**config.mk**
```make
export PLATFORM = sky130hd
export DESIGN_NAME = ttt_referee
export DESIGN_NICKNAME = d
export VERILOG_FILES = /design/src/rtl/ttt_referee.sv
export SDC_FILE = /design/constraint.sdc
export NUM_CORES = 1
export LEC_CHECK = 0
export CORE_ASPECT_RATIO = 1.4
export CORE_MARGIN = 2
export CORE_UTILIZATION = 40
export DETAILED_ROUTE_END_ITERATION = 6
export DONT_BUFFER_PORTS = 1
export PLACE_DENSITY_LB_ADDON = 0.05
export REMOVE_ABC_BUFFERS = 1
export SLEW_MARGIN = 10
export SYNTH_ARGS = -nofsm -noshare
export SYNTH_HDL_FRONTEND = slang
export SYNTH_SLANG_ARGS = --single-unit
```
**constraint.sdc**
```tcl
create_clock -name clk -period 3 [get_ports clk]
set_input_delay 0.3 -clock clk [delete_from_list [all_inputs] [get_ports clk]]
set_output_delay 0.3 -clock clk [all_outputs]
set_load 0.05 [all_outputs]
```
**src/rtl/ttt_referee.sv**
```systemverilog
// Tic-tac-toe referee: owns the board, runs the human/AI turn handshake, validates moves, detects win/draw.
// Optional AI reply timeout with forfeit enabled by defining TTT_REF_AI_TIMEOUT_EN.
module ttt_referee #(
   parameter int AI_TIMEOUT = 64
) (
   input  logic        clk,
   input  logic        rst_n,
   input  logic        new_game,
   input  logic        human_valid,
   input  logic [1:0]  human_row,
   input  logic [1:0]  human_col,
   output logic        human_ready,
   output logic        ai_req,
   input  logic        ai_valid,
   input  logic [1:0]  ai_row,
   input  logic [1:0]  ai_col,
   output logic [17:0] board,
   output logic [3:0]  move_count,
   output logic        illegal,
   output logic        game_over,
   output logic [1:0]  winner
);

   // state    | meaning
   // WAIT_H   | waiting for a human move (human_ready high)
   // CHECK_H  | evaluate board after human move
   // REQ_AI   | requesting an AI move (ai_req high)
   // CHECK_AI | evaluate board after AI move
   // OVER     | game ended, board frozen
   typedef enum logic [2:0] {WAIT_H, CHECK_H, REQ_AI, CHECK_AI, OVER} state_t;

   localparam logic [17:0] BOARD_EMPTY = 18'h2AAAA;
   localparam logic [1:0]  CELL_HUMAN  = 2'd0;
   localparam logic [1:0]  CELL_AI     = 2'd1;
   localparam logic [1:0]  CELL_EMPTY  = 2'd2;

   state_t      state_q, state_d;
   logic [17:0] board_q, board_d;
   logic [3:0]  cnt_q, cnt_d;
   logic [1:0]  winner_q, winner_d;
   logic        illegal_q, illegal_d;
   logic        human_ready_q, ai_req_q, game_over_q;

`ifdef TTT_REF_AI_TIMEOUT_EN
   localparam int CW = (AI_TIMEOUT > 2) ? $clog2(AI_TIMEOUT) : 1;
   localparam logic [CW-1:0] TMO_LOAD = CW'(AI_TIMEOUT - 1);
   logic [CW-1:0] tmo_q, tmo_d;
`endif

   function automatic logic has_line(input logic [17:0] b, input logic [1:0] v);
      logic [8:0] m;
      for (int i = 0; i < 9; i++) m[i] = (b[2*i +: 2] == v);
      return (m[0] & m[1] & m[2]) | (m[3] & m[4] & m[5]) | (m[6] & m[7] & m[8]) |
             (m[0] & m[3] & m[6]) | (m[1] & m[4] & m[7]) | (m[2] & m[5] & m[8]) |
             (m[0] & m[4] & m[8]) | (m[2] & m[4] & m[6]);
   endfunction

   function automatic logic [3:0] cell_idx(input logic [1:0] r, input logic [1:0] c);
      return ({2'b00, r} * 4'd3) + {2'b00, c};
   endfunction

   function automatic logic is_legal(input logic [17:0] b, input logic [1:0] r, input logic [1:0] c);
      logic ok;
      ok = 1'b0;
      for (int i = 0; i < 9; i++)
         if (4'(i) == cell_idx(r, c) && b[2*i +: 2] == CELL_EMPTY) ok = 1'b1;
      // row/col of 3 can alias a valid index, so bound them explicitly
      return ok && (r != 2'd3) && (c != 2'd3);
   endfunction

   function automatic logic [17:0] put(input logic [17:0] b, input logic [1:0] r, input logic [1:0] c,
                                       input logic [1:0] v);
      logic [17:0] nb;
      nb = b;
      for (int i = 0; i < 9; i++)
         if (4'(i) == cell_idx(r, c)) nb[2*i +: 2] = v;
      return nb;
   endfunction

   always_comb begin
      state_d   = state_q;
      board_d   = board_q;
      cnt_d     = cnt_q;
      winner_d  = winner_q;
      illegal_d = 1'b0;
`ifdef TTT_REF_AI_TIMEOUT_EN
      tmo_d     = tmo_q;
`endif
      if (new_game) begin
         state_d  = WAIT_H;
         board_d  = BOARD_EMPTY;
         cnt_d    = 4'd0;
         winner_d = CELL_EMPTY;
      end else begin
         case (state_q)
            WAIT_H: begin
               if (human_valid) begin
                  if (is_legal(board_q, human_row, human_col)) begin
                     board_d = put(board_q, human_row, human_col, CELL_HUMAN);
                     cnt_d   = (cnt_q < 4'd9) ? cnt_q + 4'd1 : cnt_q;
                     state_d = CHECK_H;
                  end else begin
                     illegal_d = 1'b1;
                  end
               end
            end
            CHECK_H: begin
               if (has_line(board_q, CELL_HUMAN)) begin
                  state_d  = OVER;
                  winner_d = CELL_HUMAN;
               end else if (cnt_q == 4'd9) begin
                  state_d  = OVER;
                  winner_d = CELL_EMPTY;
               end else begin
                  state_d = REQ_AI;
`ifdef TTT_REF_AI_TIMEOUT_EN
                  tmo_d   = TMO_LOAD;
`endif
               end
            end
            REQ_AI: begin
               if (ai_valid && is_legal(board_q, ai_row, ai_col)) begin
                  board_d = put(board_q, ai_row, ai_col, CELL_AI);
                  cnt_d   = (cnt_q < 4'd9) ? cnt_q + 4'd1 : cnt_q;
                  state_d = CHECK_AI;
               end else begin
                  illegal_d = ai_valid;
`ifdef TTT_REF_AI_TIMEOUT_EN
                  if (tmo_q == '0) begin
                     state_d  = OVER;
                     winner_d = CELL_HUMAN;
                  end else begin
                     tmo_d = tmo_q - 1'b1;
                  end
`endif
               end
            end
            CHECK_AI: begin
               if (has_line(board_q, CELL_AI)) begin
                  state_d  = OVER;
                  winner_d = CELL_AI;
               end else if (cnt_q == 4'd9) begin
                  state_d  = OVER;
                  winner_d = CELL_EMPTY;
               end else begin
                  state_d = WAIT_H;
               end
            end
            OVER:    state_d = OVER;
            default: state_d = WAIT_H;
         endcase
      end
   end

   always_ff @(posedge clk) begin
      if (!rst_n) begin
         state_q       <= WAIT_H;
         board_q       <= BOARD_EMPTY;
         cnt_q         <= 4'd0;
         winner_q      <= CELL_EMPTY;
         illegal_q     <= 1'b0;
         human_ready_q <= 1'b1;
         ai_req_q      <= 1'b0;
         game_over_q   <= 1'b0;
`ifdef TTT_REF_AI_TIMEOUT_EN
         tmo_q         <= '0;
`endif
      end else begin
         state_q       <= state_d;
         board_q       <= board_d;
         cnt_q         <= cnt_d;
         winner_q      <= winner_d;
         illegal_q     <= illegal_d;
         human_ready_q <= (state_d == WAIT_H);
         ai_req_q      <= (state_d == REQ_AI);
         game_over_q   <= (state_d == OVER);
`ifdef TTT_REF_AI_TIMEOUT_EN
         tmo_q         <= tmo_d;
`endif
      end
   end

   assign board       = board_q;
   assign move_count  = cnt_q;
   assign winner      = winner_q;
   assign illegal     = illegal_q;
   assign human_ready = human_ready_q;
   assign ai_req      = ai_req_q;
   assign game_over   = game_over_q;

endmodule

```
==> results of run 1 <==
## power by group through the flow
stage	Combinational, uW	Clock [uW]	Sequential, uW
final	294	320	431
after CTS	292	331	431
after detailed placement	291	0	440
after floorplan	188	0	447
after global placement	290	0	440
after global routing	321	354	431
## Yosys cell counts, types with 5 or more instances
cell                       count
sky130_fd_sc_hd__a21oi_1      16
sky130_fd_sc_hd__and3_1        5
sky130_fd_sc_hd__clkbuf_1      7
sky130_fd_sc_hd__dfxtp_1      31
sky130_fd_sc_hd__ha_1          9
sky130_fd_sc_hd__inv_1        20
sky130_fd_sc_hd__nand2_1      16
sky130_fd_sc_hd__nand2b_1      8
sky130_fd_sc_hd__nand3_1       7
sky130_fd_sc_hd__nor2_1       25
sky130_fd_sc_hd__nor2b_1       6
sky130_fd_sc_hd__nor4_1        9
sky130_fd_sc_hd__nor4bb_1      9
sky130_fd_sc_hd__o21ai_0      11
sky130_fd_sc_hd__o21ai_1       8
## how the worst max path moves through the flow
stage / depth (start not counted) / endpoint / start
2_1_floorplan: 12 / move_count[0] / human_row[0]
4_1_cts: 13 / board[9] / human_row[0]
3_3_place_gp: 13 / board[9] / human_row[0]
5_1_grt: 13 / human_ready / human_row[0]
6_report: 13 / board[9] / human_row[0]
3_5_place_dp: 13 / board[9] / human_row[0]
## registers in the layout, indices dropped and copies added, names as in the netlist
signal / cells
illegal: 1
human_ready: 1
board: 18
move_count: 4
state_q: 3
winner: 2
ai_req: 1
game_over: 1
## kinds of logic after synthesis
kind of cell    count (synthesis)  synth area share (%)
compound gates                 69                  22.6
fa+ha+maj                      13                  8.68
buf+inv                        33                  6.54
flops                          31                  28.0
mux                             5                  2.82
simple gates                  116                  31.4
## area by class of cell
cell class / count / area (sq um)
clock buffers: 7 / 76.3
clock inverters: 1 / 5.00
fillers: 585 / 2860
inverters: 21 / 78.8
multi-input cells: 203 / 1450
flip-flops and latches: 31 / 621
well taps: 68 / 85.1
repair buffers: 35 / 263
## worst register-to-register path, delay by kind of cell, from the launching register on
kind | cells | cell delay, ps
AOI/OAI and AO/OA | 4 | 510
buffers and inverters | 3 | 490
DFF | 1 | 770
and+or+nand+nor | 1 | 370
## metrics by stage
stage	total power (uW)	utilization, %	instance area [sq um]
floorplan	635	-	2150
global placement	730	45.9	2500
detailed placement	731	45.9	2500
CTS	1050	47.4	2580
global route	1110	47.4	2580
finish	1050	47.4	2580
## per-layer routing
| layer | routed length [microns] | global-route usage [%] | vias up |
|---|---|---|---|
| met3 | 246 | 3.19 | 22 |
| li1 | - | - | 1045 |
| met5 | 0 | 0 | - |
| met1 | 2700 | 27.1 | 1033 |
| met4 | 286 | 10.4 | 0 |
| met2 | 3530 | 43.0 | 53 |
==> insert_results.sql, run 1 <==
INSERT INTO impl_metrics (metric_group, metric, value, unit) VALUES
('sta', 'skew', '6.76', 'ps'),
('worst_setup_path', 'critPathMaxStageDelay', '530', 'ps'),
('placement', 'port_buffers', '0', ''),
('min_path', 'hold_startpoint', 'human_valid', ''),
('pwr', 'peakVddDrop', '0.253', 'mV'),
('worst_setup_path', 'setup.worst_path.start_class', 'input port', ''),
('sta', 'maxSlewHeadroom', '53.8', '%'),
('pwr', 'power.internal', '694', 'uW'),
('cells_and_area', 'finalNonFillerCells', '366', ''),
('placement', 'dpl.cell_count', '358', ''),
('clock_network', 'tritoncts_clock_tree', 'built', ''),
('cells_and_area', 'final_net_count', '323', ''),
('sta', 'grt_setup_unrepaired', 'no', ''),
('worst_setup_path', 'reg2reg_slack', '730', 'ps'),
('floorplan', 'num_io_pins', '41', ''),
('synth', 'synth_sequential_area_ratio', '28.0', '%'),
('outcome', 'outcome', 'completed', ''),
('sta', 'finalMaxSlewViolations', '0', ''),
('cells_and_area', 'mostFrequentLayoutCells', 'sky130_fd_sc_hd__buf_4 (35), sky130_fd_sc_hd__dfxtp_1 (31), sky130_fd_sc_hd__nor2_1 (25)', ''),
('worst_setup_path', 'critical_path_class', 'input port to flop', ''),
('clock_network', 'post_cts_hold_buffer_count', '0', ''),
('worst_setup_path', 'crit_path_frequent_cell', 'sky130_fd_sc_hd__inv_1', ''),
('drt', 'post_drt_via_cell_ratio', '5.88', ''),
('min_path', 'timing.hold.worst_endpoint', 'illegal', ''),
('worst_setup_path', 'worst-endpoint-arrival', '3090', 'ps'),
('clock_network', 'number_of_clock_sinks', '31', ''),
('cells_and_area', 'insertedDiodeCount', '0', ''),
('worst_setup_path', 'cell_class_contributing_the_biggest_share_of_worst_path_delay', 'adder cells', ''),
('global_route', 'grt_first_pass_wirelength', '11.0', 'mm'),
('pwr', 'combPwrFrac', '28.2', '%'),
('global_route', 'grt_start_max_net_pins', '26', ''),
('synth', 'synth_top_area_share', '28.0', '%'),
('clock_network', 'numCtsBuffers', '5', ''),
('pwr', 'clock_power_share', '30.6', '%'),
('placement', 'globalplace.congestion', '0.939', ''),
('synth', 'synth-edff-count', '0', ''),
('synth', 'syn_inst', '267', ''),
('clock_network', 'cts.htree.levels', '2', ''),
('worst_setup_path', 'critical_path_maximum_fanout', '6', ''),
('drt', 'detailedRoute.firstPassIterationCount', '4', ''),
('synth', 'syn_area', '2220', 'sq um'),
('sta', 'post-route-worst-setup-slack', '139', 'ps'),
('worst_setup_path', 'r2r-start', 'board[11]', ''),
('synth', 'yosys.area.top_type', 'sky130_fd_sc_hd__dfxtp_1', ''),
('clock_network', 'clock-root-buffer', 'sky130_fd_sc_hd__clkbuf_8', ''),
('sta', 'timing.fmax', '0.350', 'GHz'),
('pwr', 'netSwitchingPower', '351', 'uW'),
('synth', 'synthTopCellsByArea', 'sky130_fd_sc_hd__dfxtp_1 (28%), sky130_fd_sc_hd__ha_1 (5.1%), sky130_fd_sc_hd__nor2_1 (4.2%), sky130_fd_sc_hd__nor4bb_1 (4.1%), sky130_fd_sc_hd__a21oi_1 (3.6%)', ''),
('worst_setup_path', 'critical-path-slowest-cell', 'sky130_fd_sc_hd__fa_1', ''),
('sta', 'setup_violations', '0', ''),
('synth', 'ys_ff_latch', '31', ''),
('global_route', 'antenna_found_initial', '0', ''),
('sta', 'fin_setup_tns', '0', 'ps'),
('pwr', 'pwr-share-seq', '41.2', '%'),
('drt', 'routed_vias', '2153', ''),
('synth', 'synth.lib_cells_used.distinct', '59', ''),
('floorplan', 'die_h', '92.1', 'microns'),
('min_path', 'min_path_type', 'input port to flop', ''),
('cells_and_area', 'area.growth.synth_to_final', '16.3', '%'),
('sta', 'period_needed', '2860', 'ps'),
('min_path', 'min_delay_path_depth', '2', ''),
('floorplan', 'die_w', '67.0', 'microns'),
('cells_and_area', 'drive_gt1_share', '18.1', '%'),
('synth', 'most_used_flip_flop_cell_after_synthesis', 'sky130_fd_sc_hd__dfxtp_1', ''),
('synth', 'asyncSetResetFlopFracSynth', '0', '%'),
('sta', 'worst_pin_slew', '692', 'ps'),
('global_route', 'vias_in_the_first_global_route', '2165', ''),
('floorplan', 'std_cell_rows', '32', ''),
('clock_network', 'post_cts_resize_count', '0', ''),
('clock_network', 'cts_post_setup_buffers_inserted', '0', ''),
('drt', 'drt_first_iter_violations', '171', '');
No activity file was read; power rests on OpenSTA's default activity.
==> run 2: changes to the inputs <==
--- a/config.mk
+++ b/config.mk
@@ -11,6 +11,7 @@
 export DETAILED_ROUTE_END_ITERATION = 6
 export DONT_BUFFER_PORTS = 1
 export PLACE_DENSITY_LB_ADDON = 0.05
+export RECOVER_POWER = 50
 export REMOVE_ABC_BUFFERS = 1
 export SLEW_MARGIN = 10
 export SYNTH_ARGS = -nofsm -noshare
==> insert_results.sql, run 2 (same netlist as run 1, synthesis figures left out) <==
INSERT INTO impl_metrics (metric_group, metric, value, unit) VALUES
('min_path', 'hold_startpoint', 'human_valid', ''),
('cells_and_area', 'mostFrequentLayoutCells', 'sky130_fd_sc_hd__dfxtp_1 (31), sky130_fd_sc_hd__nor2_1 (25), sky130_fd_sc_hd__inv_1 (20), sky130_fd_sc_hd__buf_4 (20), sky130_fd_sc_hd__clkbuf_1 (17)', ''),
('sta', 'post-route-worst-setup-slack', '133', 'ps'),
('min_path', 'min_path_type', 'input port to flop', ''),
('pwr', 'power_leakage', '0.00101', 'uW'),
('floorplan', 'core_area', '5450', 'sq um'),
('clock_network', 'numCtsBuffers', '5', ''),
('clock_network', 'clk-insertion-delay-late', '290', 'ps'),
('floorplan', 'std_cell_rows', '32', ''),
('clock_network', 'post_cts_resize_count', '0', ''),
('cells_and_area', 'insertedDiodeCount', '0', ''),
('placement', 'post_dp_cell_area', '2500', 'sq um'),
('global_route', 'grt_start_max_net_pins', '26', ''),
('clock_network', 'number_of_clock_sinks', '31', ''),
('cells_and_area', 'final_net_count', '323', ''),
('clock_network', 'post_cts_hold_buffer_count', '0', ''),
('global_route', 'grt_usage', '23.8', '%'),
('pwr', 'clock_power_share', '30.7', '%'),
('placement', 'globalplace.congestion', '0.939', ''),
('clock_network', 'cts_post_setup_buffers_inserted', '0', ''),
('cells_and_area', 'drive_gt1_share', '13.1', '%'),
('worst_setup_path', 'worstPathRequired', '3230', 'ps'),
('pwr', 'pwr-share-seq', '41.2', '%'),
('clock_network', 'cts.htree.levels', '2', ''),
('clock_network', 'clock_tree.buffer_depth', '2', ''),
('pwr', 'power_density', '414', 'nW/um^2'),
('sta', 'setup_violations', '0', ''),
('pwr', 'power_switching_share', '33.8', '%'),
('drt', 'detailedRoute.firstPassIterationCount', '4', ''),
('placement', 'port_buffers', '0', ''),
('worst_setup_path', 'critical_path_class', 'input port to flop', ''),
('sta', 'grt_setup_unrepaired', 'no', ''),
('sta', 'timing.fmax', '0.349', 'GHz'),
('worst_setup_path', 'worst-endpoint-arrival', '3100', 'ps'),
('global_route', 'vias_in_the_first_global_route', '2165', ''),
('worst_setup_path', 'setup.worst_path.start_class', 'input port', ''),
('drt', 'drt_first_iter_violations', '200', ''),
('placement', 'post-place-ws', '-151', 'ps'),
('placement', 'dp_hpwl', '5.27', 'mm'),
('drt', 'route.detailed.wl_per_inst', '18.6', 'microns'),
('sta', 'timing_hold_violations_final', '0', ''),
('global_route', 'antenna_found_initial', '0', ''),
('floorplan', 'floorplan.die_area', '6170', 'sq um'),
('pwr', 'peakVddDrop', '0.253', 'mV'),
('job', 'maxCapViolCount', '0', ''),
('floorplan', 'num_io_pins', '41', ''),
('worst_setup_path', 'r2r-start', 'board[0]', ''),
('floorplan', 'initial_core_util', '40.8', '%'),
('cells_and_area', 'largest_register_ff_count', '18', ''),
('drt', 'final_antenna_net_count', '0', ''),
('global_route', 'grt_first_pass_wirelength', '11.0', 'mm'),
('cells_and_area', 'fillers', '594', ''),
('cells_and_area', 'multi_input_comb_area', '1450', 'sq um'),
('cells_and_area', 'final_core_util', '46.4', '%'),
('pwr', 'netSwitchingPower', '353', 'uW'),
('clock_network', 'tritoncts_clock_tree', 'built', ''),
('worst_setup_path', 'cp-startpoint', 'human_row[0]', ''),
('sta', 'worst_pin_slew', '804', 'ps'),
('drt', 'routed_vias', '2161', ''),
('sta', 'fin_crit_sh', '95.6', '%'),
('sta', 'period_needed', '2870', 'ps'),
('drt', 'drt_wl_total', '6.80', 'mm'),
('global_route', 'grt_remaining_overflow', '0', ''),
('sta', 'skew', '6.79', 'ps'),
('worst_setup_path', 'critical-path-slowest-cell', 'sky130_fd_sc_hd__fa_1', ''),
('clock_network', 'clock-root-buffer', 'sky130_fd_sc_hd__clkbuf_8', ''),
('worst_setup_path', 'reg2reg_slack', '630', 'ps'),
('clock_network', 'clk_transition_reported_paths', '70', 'ps'),
('worst_setup_path', 'crit_path_frequent_cell', 'sky130_fd_sc_hd__inv_1', ''),
('drt', 'post_drt_via_cell_ratio', '5.90', ''),
('floorplan', 'die_h', '92.1', 'microns'),
('cells_and_area', 'ff_latch_area', '621', 'sq um'),
('pwr', 'power.internal', '692', 'uW'),
('worst_setup_path', 'critical_path_maximum_fanout', '6', ''),
('cells_and_area', 'area.growth.synth_to_final', '13.8', '%'),
('worst_setup_path', 'crit_chain', 'inv_1, fa_1, inv_1, ha_1, inv_1, fa_1, nor4b_1, buf_4, nand2_1, o311ai_2, o31a_2, nor2_2, o22a_1', ''),
('outcome', 'outcome', 'completed', ''),
('drt', 'remaining_drc_errors', '0', ''),
('worst_setup_path', 'critPathMaxStageDelay', '530', 'ps'),
('floorplan', 'die_w', '67.0', 'microns'),
('sta', 'maxSlewHeadroom', '46.4', '%'),
('sta', 'finalMaxSlewViolations', '0', ''),
('pwr', 'totalPowerFinal', '1050', 'uW'),
('cells_and_area', 'layout_commonest_cell', 'sky130_fd_sc_hd__dfxtp_1', ''),
('pwr', 'combPwrFrac', '28.1', '%'),
('cells_and_area', 'final_cell_area', '2530', 'sq um'),
('sta', 'worst_hold_slack', '375', 'ps'),
('worst_setup_path', 'setup.worst_path.end_class', 'flop', '');
-- run 2: cell count changes in the layout (fill, tap and decap cells not counted) --
cell,previous run,this run
sky130_fd_sc_hd__buf_4,35,20
sky130_fd_sc_hd__clkbuf_1,2,17
-- run 2: power groups by stage --
| stage | combinational [uW] | sequential (uW) | clock (uW) |
|---|---|---|---|
| after floorplan | 188 | 447 | 0 |
| after global placement | 290 | 440 | 0 |
| after detailed placement | 291 | 440 | 0 |
| after CTS | 292 | 431 | 331 |
| after global routing | 319 | 431 | 354 |
| final | 294 | 431 | 321 |
-- run 2: metal layers --
layer | GRT usage (%) | routed length, microns | up-vias
li1 | - | - | 1041
met1 | 27.1 | 2720 | 1041
met2 | 43.0 | 3540 | 59
met3 | 3.19 | 278 | 20
met4 | 10.4 | 258 | 0
met5 | 0 | 0 | -
-- run 2: metrics by stage --
stage | instances | TNS [ps]
2_1_floorplan | 255 | 0
3_3_place_gp | 358 | -1410
3_5_place_dp | 358 | -2030
4_1_cts | 366 | 0
5_1_grt | 366 | 0
6_report | 366 | 0
-- run 2: cell type report --
type                    count  share of cell area, %
clock inverters             1                  0.198
clock buffers               7                   3.02
repair buffers             35                   8.17
inverters                  21                   3.12
flip-flops and latches     31                   24.6
well taps                  68                   3.37
multi-input cells         203                   57.6
-- run 2: final timing paths --
check | endpoint | cells after the start
setup / recovery | board[9] | 13
hold / removal | illegal | 2
setup reg to reg | human_ready | 7
hold reg to reg | board[9] | 1
-- run 2: worst max-delay path, delay by kind of cell --
kind / cells / cell delay (ps)
buffers and inverters: 4 / 310
AO/OA/AOI/OAI: 3 / 810
AND/OR/NAND/NOR: 3 / 550
adder cells (fa/ha/maj): 3 / 1130
